`src/rtl/l1d_pkg.sv`:
```
// l1d_pkg: m1 state codes, AXI constants and line helpers for the L1D controller.
package l1d_pkg;
    typedef enum logic [4:0] {
        S_IDLE       = 5'd0,
        S_RDTAG      = 5'd1,
        S_RDCHECK    = 5'd2,
        S_RDCACHE    = 5'd3,
        S_CACHETOCPU = 5'd4,
        S_AR         = 5'd5,
        S_R          = 5'd8,
        S_RDUPCACHE  = 5'd9,
        S_SRAMTOCPU  = 5'd10,
        S_WRTAG      = 5'd11,
        S_WRCHECK    = 5'd12,
        S_WRCACHE    = 5'd13,
        S_AW         = 5'd14,
        S_W          = 5'd15,
        S_B          = 5'd17
    } m1_state_e;

    localparam int          LINE_BEATS_DEF = 4;
    localparam logic [1:0]  AXI_BURST_INCR = 2'b01;
    localparam logic [2:0]  AXI_SIZE_4B    = 3'd2;

    function automatic logic [31:0] line_word(input logic [127:0] line, input logic [1:0] sel);
        return line[sel*32 +: 32];
    endfunction
endpackage

```
`src/rtl/l1d_fill_buf.sv`:
```
// l1d_fill_buf: beat counter and line assembly register for AXI line fills.
module l1d_fill_buf
    import l1d_pkg::*;
#(
    parameter int LINE_BEATS = LINE_BEATS_DEF
) (
    input  logic                    clk,
    input  logic                    rst,
    input  logic                    clr_i,
    input  logic                    beat_i,
    input  logic [31:0]             data_i,
    output logic [32*LINE_BEATS-1:0] line_o,
    output logic                    done_o
);
    localparam int CW = $clog2(LINE_BEATS);

    logic [CW-1:0]                cnt_q;
    logic [LINE_BEATS-1:0][31:0]  line_q;

    always_ff @(posedge clk) begin
        if (rst) begin
            cnt_q  <= '0;
            line_q <= '0;
        end else if (clr_i) begin
            cnt_q  <= '0;
        end else if (beat_i) begin
            line_q[cnt_q] <= data_i;
            cnt_q         <= cnt_q + 1'b1;
        end
    end

    // The beat count alone terminates the fill; RLAST is not trusted.
    assign done_o = beat_i && (cnt_q == CW'(LINE_BEATS - 1));
    assign line_o = line_q;
endmodule

```
`src/rtl/l1d_cache_ctrl.sv`:
```
// l1d_cache_ctrl: L1D sequencing FSM (read-allocate, write-through) mastering AXI fills and writes.
// Define L1D_PERF_CNT_EN to build the read-hit/read-miss/write performance counters.
module l1d_cache_ctrl
    import l1d_pkg::*;
#(
    parameter int LINE_BEATS = LINE_BEATS_DEF
) (
    input  logic         clk,
    input  logic         rst,
    input  logic         i_CPU_req,
    input  logic         i_CPU_we,
    input  logic [31:0]  i_CPU_A,
    input  logic [31:0]  i_CPU_DI,
    input  logic [31:0]  i_CPU_BWEB,
    output logic         o_CPU_done,
    output logic         o_CPU_stall,
    output logic [31:0]  o_CPU_DO,
    output logic [4:0]   o_m1_state,
    output logic [31:0]  o_DP_A,
    output logic [31:0]  o_DP_DI,
    output logic [31:0]  o_DP_BWEB,
    input  logic         i_m1_hit,
    input  logic [127:0] i_DA_DO,
    output logic [127:0] o_CPUW_RDATA,
    output logic [31:0]  o_ARADDR,
    output logic [3:0]   o_ARLEN,
    output logic [2:0]   o_ARSIZE,
    output logic [1:0]   o_ARBURST,
    output logic         o_ARVALID,
    input  logic         i_ARREADY,
    input  logic [31:0]  i_RDATA,
    input  logic         i_RLAST,
    input  logic         i_RVALID,
    output logic         o_RREADY,
    output logic [31:0]  o_AWADDR,
    output logic [3:0]   o_AWLEN,
    output logic [2:0]   o_AWSIZE,
    output logic [1:0]   o_AWBURST,
    output logic         o_AWVALID,
    input  logic         i_AWREADY,
    output logic [31:0]  o_WDATA,
    output logic [3:0]   o_WSTRB,
    output logic         o_WLAST,
    output logic         o_WVALID,
    input  logic         i_WREADY,
    input  logic         i_BVALID,
    output logic         o_BREADY,
    output logic [31:0]  o_rd_hit_cnt,
    output logic [31:0]  o_rd_miss_cnt,
    output logic [31:0]  o_wr_cnt
);
    m1_state_e    state_q, state_d;
    logic [31:0]  a_q, di_q, bweb_q;
    logic         accept, fill_done, done, unused_rlast;
    logic [127:0] fill_line;

    assign accept       = (state_q == S_IDLE) && i_CPU_req;
    assign unused_rlast = i_RLAST;

    always_ff @(posedge clk) begin
        if (rst) begin
            state_q <= S_IDLE;
            a_q     <= '0;
            di_q    <= '0;
            bweb_q  <= '0;
        end else begin
            state_q <= state_d;
            if (accept) begin
                a_q    <= i_CPU_A;
                di_q   <= i_CPU_DI;
                bweb_q <= i_CPU_BWEB;
            end
        end
    end

    always_comb begin
        state_d = state_q;
        case (state_q)
            S_IDLE:       state_d = !i_CPU_req ? S_IDLE : i_CPU_we ? S_WRTAG : S_RDTAG;
            S_RDTAG:      state_d = S_RDCHECK;
            S_RDCHECK:    state_d = i_m1_hit ? S_RDCACHE : S_AR;
            S_RDCACHE:    state_d = S_CACHETOCPU;
            S_AR:         state_d = i_ARREADY ? S_R : S_AR;
            S_R:          state_d = fill_done ? S_RDUPCACHE : S_R;
            S_RDUPCACHE:  state_d = S_SRAMTOCPU;
            S_WRTAG:      state_d = S_WRCHECK;
            S_WRCHECK:    state_d = i_m1_hit ? S_WRCACHE : S_AW;
            S_WRCACHE:    state_d = S_AW;
            S_AW:         state_d = i_AWREADY ? S_W : S_AW;
            S_W:          state_d = i_WREADY ? S_B : S_W;
            S_B:          state_d = i_BVALID ? S_IDLE : S_B;
            default:      state_d = S_IDLE;
        endcase
    end

    always_comb begin
        done         = (state_q == S_CACHETOCPU) || (state_q == S_SRAMTOCPU) || ((state_q == S_B) && i_BVALID);
        o_CPU_DO     = (state_q == S_CACHETOCPU) ? line_word(i_DA_DO, a_q[3:2]) :
                       (state_q == S_SRAMTOCPU)  ? line_word(fill_line, a_q[3:2]) : 32'h0;
        o_ARVALID    = state_q == S_AR;
        o_RREADY     = state_q == S_R;
        o_AWVALID    = state_q == S_AW;
        o_WVALID     = state_q == S_W;
        o_WLAST      = state_q == S_W;
        o_BREADY     = state_q == S_B;
        o_ARADDR     = {a_q[31:4], 4'h0};
        o_ARLEN      = 4'(LINE_BEATS - 1);
        o_ARSIZE     = AXI_SIZE_4B;
        o_ARBURST    = AXI_BURST_INCR;
        o_AWADDR     = a_q;
        o_AWLEN      = 4'h0;
        o_AWSIZE     = AXI_SIZE_4B;
        o_AWBURST    = AXI_BURST_INCR;
        o_WDATA      = di_q;
        o_WSTRB      = ~{bweb_q[24], bweb_q[16], bweb_q[8], bweb_q[0]};
    end

    assign o_CPU_done   = done;
    assign o_CPU_stall  = i_CPU_req && !done;
    assign o_m1_state   = state_q;
    assign o_DP_A       = a_q;
    assign o_DP_DI      = di_q;
    assign o_DP_BWEB    = bweb_q;
    assign o_CPUW_RDATA = fill_line;

    l1d_fill_buf #(.LINE_BEATS(LINE_BEATS)) u_fill (
        .clk    (clk),
        .rst    (rst),
        .clr_i  (accept),
        .beat_i ((state_q == S_R) && i_RVALID),
        .data_i (i_RDATA),
        .line_o (fill_line),
        .done_o (fill_done)
    );

`ifdef L1D_PERF_CNT_EN
    logic [31:0] rd_hit_q, rd_miss_q, wr_q;

    always_ff @(posedge clk) begin
        if (rst) begin
            rd_hit_q  <= '0;
            rd_miss_q <= '0;
            wr_q      <= '0;
        end else begin
            if (state_q == S_RDCHECK && i_m1_hit)  rd_hit_q  <= rd_hit_q + 1'b1;
            if (state_q == S_RDCHECK && !i_m1_hit) rd_miss_q <= rd_miss_q + 1'b1;
            if (state_q == S_WRCHECK)              wr_q      <= wr_q + 1'b1;
        end
    end

    assign o_rd_hit_cnt  = rd_hit_q;
    assign o_rd_miss_cnt = rd_miss_q;
    assign o_wr_cnt      = wr_q;
`else
    assign o_rd_hit_cnt  = 32'h0;
    assign o_rd_miss_cnt = 32'h0;
    assign o_wr_cnt      = 32'h0;
`endif
endmodule
```
`config.mk`:
```
export PLATFORM = sky130hd
export DESIGN_NAME = l1d_cache_ctrl
export DESIGN_NICKNAME = d
export VERILOG_FILES = /design/src/rtl/l1d_pkg.sv /design/src/rtl/l1d_fill_buf.sv /design/src/rtl/l1d_cache_ctrl.sv
export SDC_FILE = /design/constraint.sdc
export NUM_CORES = 1
export LEC_CHECK = 0
export BUFFER_PORTS_ARGS = -buffer_cell sky130_fd_sc_hd__clkbuf_2
export CORE_AREA = 2 2 292 294
export CTS_BUF_LIST = sky130_fd_sc_hd__clkbuf_4 sky130_fd_sc_hd__clkbuf_8
export DETAILED_ROUTE_END_ITERATION = 16
export DIE_AREA = 0 0 294 296
export PLACE_DENSITY_LB_ADDON = 0.3
export SETUP_SLACK_MARGIN = 0.1
export SLEW_MARGIN = 20
export SYNTH_ARGS = -nofsm -noshare
export SYNTH_HDL_FRONTEND = slang
export SYNTH_SLANG_ARGS = --single-unit
```
`constraint.sdc`:
```
create_clock -name clk -period 4 [get_ports clk]
set_input_delay 0.2 -clock clk [delete_from_list [all_inputs] [get_ports clk]]
set_output_delay 0.2 -clock clk [all_outputs]
set_load 0.02 [all_outputs]
```
==> flow_summary.json <==
{
  "status": "completed",
  "endpoint_kind": "primary output",
  "grt-ovfl-total": 0,
  "grt.total_usage_pct": 10.0,
  "start_util_pct": 14.2,
  "cap_viol_max_count": 0,
  "yosysSeqAreaShare_pct": 38.6,
  "clock_sinks": 231,
  "rsz0062_at_grt": "no",
  "initialDrtViolationCount": 376,
  "fin_nets": 2207,
  "netlist_area_sq_mm": 0.0120,
  "yosys_warnings": 0,
  "yosys_most_used_dff": "dfxtp_1",
  "dp_slack_ns": 1.30,
  "total_power_mw": 7.06,
  "die_w_um": 294,
  "crit_required_ns": 3.80,
  "worst_slack_ns": 0.737,
  "vdd_drop_max_v": 0.000221,
  "layout_min_cycle_time_ns": 3.26,
  "dr.pass1.iters": 4,
  "seqCellArea_sq_mm": 0.00463,
  "worst_pin_slew_ns": 0.989,
  "min_path_type": "input port to flip-flop",
  "final_antenna_net_count": 0,
  "ys_ff_latch": 231,
  "timing.slew.headroom_pct": 34.0,
  "slowest_delay_ns": 0.80,
  "clk_latency_ns": 0.59,
  "drive_above_1_share_pct": 41.2,
  "critPathKind": "flip-flop to primary output",
  "cts_made_buffers": 45,
  "num-fill-cells": 9394,
  "power_density_mw_per_mm2": 405,
  "dieArea_sq_mm": 0.0870,
  "grt_pass1_wl_mm": 67.1,
  "synth_area_per_cell_sq_um": 9.25,
  "antenna_found_initial": 6,
  "wl_per_cell_um": 15.3,
  "slew_violations": 0,
  "grt_pass1_vias": 10800,
  "switching_share_pct": 34.5,
  "area.growth.synth_to_final_pct": 45.6,
  "synth_most_common_cell": "nand2_1",
  "fin_area_sq_mm": 0.0174,
  "io_buffers": 630,
  "fp.dieH_um": 296,
  "drc": 0,
  "htree_num_levels": 2,
  "dp_cells": 2848,
  "synth-edff-count": 0,
  "netlist.area_leader.share_pct": 38.6,
  "cp_slowest_cell": "and2_2",
  "leakagePower_nw": 8.41,
  "core-area_sq_mm": 0.0842,
  "ios": 750,
  "final.setup.tns_ns": 0,
  "yosysTopAreaCell": "dfxtp_1",
  "vias_per_cell": 3.70,
  "crit_chain": "nor3b_1, and2_2, o21bai_1, clkbuf_2",
  "clock_path_buffers": 3,
  "fin_util_pct": 20.7,
  "finalCritPeriodShare_pct": 81.6,
  "start_kind": "flip-flop",
  "ctsRootBufferMaster": "clkbuf_8",
  "power_frac_comb_pct": 26.7,
  "p_seq_share_pct": 37.6,
  "gp_congestion": 0.768,
  "clk_pin_slew_worst_paths_ns": 0.06,
  "max_freq_ghz": 0.306,
  "finalClockSkew_ns": 0.0150,
  "finalSetupViolCount": 0,
  "hpwl_mm": 35.2,
  "hold_slack_ns": 0.0920,
  "cp_max_fo": 33,
  "via_count": 11300,
  "cts_tree": "yes",
  "instances_no_fill": 3058,
  "multi_input_area_sq_mm": 0.00568,
  "hold_violations": 0,
  "postSynthCellCount": 1294,
  "synthTopCellsByArea": "dfxtp_1 (39%), buf_4 (14%), mux4_2 (12%)",
  "rows": 107,
  "async_reset_ff_share_pct": 0,
  "placed_area_sq_mm": 0.0152,
  "post_cts_resized": 0,
  "wirelength_mm": 46.7,
  "yosys-top-cells-count": "nand2_1 (260), dfxtp_1 (231), buf_4 (226)",
  "cp.arrival_ns": 3.06,
  "intPower_mw": 4.63,
  "grt_max_degree": 93,
  "p_sw_mw": 2.44,
  "yosysUniqueCellTypes": 45,
  "power_frac_clock_pct": 35.7
}
==> path summary, 6_finish.rpt <==
check | startpoint | cells after the start | slack [ns] | end
setup / recovery | o_m1_state[2]$_SDFF_PP0_ | 4 | 0.74 | o_CPU_done
hold / removal | i_CPU_we | 3 | 0.09 | o_m1_state[3]$_SDFF_PP0_
hold reg to reg | o_DP_BWEB[13]$_SDFFE_PP0P_ | 2 | 0.45 | o_DP_BWEB[13]$_SDFFE_PP0P_
setup reg to reg | o_m1_state[2]$_SDFF_PP0_ | 5 | 1.34 | o_m1_state[4]$_SDFF_PP0_
==> cell usage in the layout, fill, tap and decap left out, types with 2 or more instances in the layout <==
| cell | instances |
|---|---|
| dfxtp_4 | 2 |
| dlygate4sd3_1 | 131 |
| nor2_1 | 101 |
| ha_1 | 4 |
| mux2i_1 | 98 |
| inv_1 | 8 |
| conb_1 | 118 |
| a32oi_1 | 2 |
| o21bai_1 | 4 |
| nor3b_1 | 2 |
| clkbuf_8 | 61 |
| mux4_2 | 64 |
| clkbuf_2 | 629 |
| nand2_1 | 260 |
| a221oi_1 | 3 |
| nor3_1 | 7 |
| nor4b_1 | 2 |
| a22oi_1 | 2 |
| nand2b_1 | 3 |
| dfxtp_1 | 229 |
| clkinv_2 | 3 |
| o21ai_0 | 2 |
| buf_4 | 14 |
| a21o_1 | 2 |
| clkbuf_4 | 14 |
| nand3_2 | 4 |
| buf_12 | 9 |
| a21oi_1 | 131 |
| a311oi_1 | 2 |
| a22o_1 | 33 |
| or2_2 | 2 |
| nor2b_1 | 4 |
==> power groups by stage <==
stage | Combinational [mW] | Clock [mW] | Sequential [mW]
2_1_floorplan | 1.26 | 0 | 2.79
3_3_place_gp | 1.80 | 0 | 2.71
3_5_place_dp | 1.80 | 0 | 2.71
4_1_cts | 1.91 | 2.67 | 2.66
5_1_grt | 2.03 | 2.76 | 2.69
6_report | 1.88 | 2.52 | 2.66
==> metal layers <==
layer	global-route usage, %	wire, um	up-vias
met4	3.14	1190	10
met3	2.95	3660	67
met2	17.6	23100	498
li1	-	-	5356
met5	0	79	-
met1	11.7	18700	5376
==> registers in the layout, indices dropped and copies added, names as in the netlist <==
signal	flops
o_DP_DI	32
o_DP_BWEB	32
o_m1_state	5
u_fill.cnt_q	2
u_fill.line_o	128
o_AWADDR	32
==> final cells by class <==
type,count,area share (%)
Multi-Input combinational cell,866,32.6
Timing Repair Buffer,784,27.3
Sequential cell,231,26.6
Tap cell,1090,7.83
Clock buffer,74,5.34
Inverter,8,0.172
Clock inverter,4,0.129
Antenna cell,1,0.0144
==> worst max-delay path, delay by kind of cell, from the launching register on <==
family	cells	cell delay, ns
flops	1	0.75
compound gates	1	0.33
simple gates	2	1.12
buf+inv	1	0.27
==> cells by family after synthesis <==
logic type,Yosys count,synth area share (%)
other,2,0.0628
flip-flops,231,38.6
AND/OR/NAND/NOR,397,13.6
adder cells (fa/ha/maj),4,0.418
multiplexers,162,20.2
XOR/XNOR,1,0.0732
buffers and inverters,313,17.7
AO/OA/AOI/OAI,184,9.24
==> what timing repair did <==
| item | 4_1_cts | 5_1_grt |
|---|---|---|
| endpoints found under the hold margin | 227 | 0 |
| buffers inserted | 0 | 0 |
| hold buffers | 131 | 0 |
Note: power is estimated with default switching activity, not from simulation.
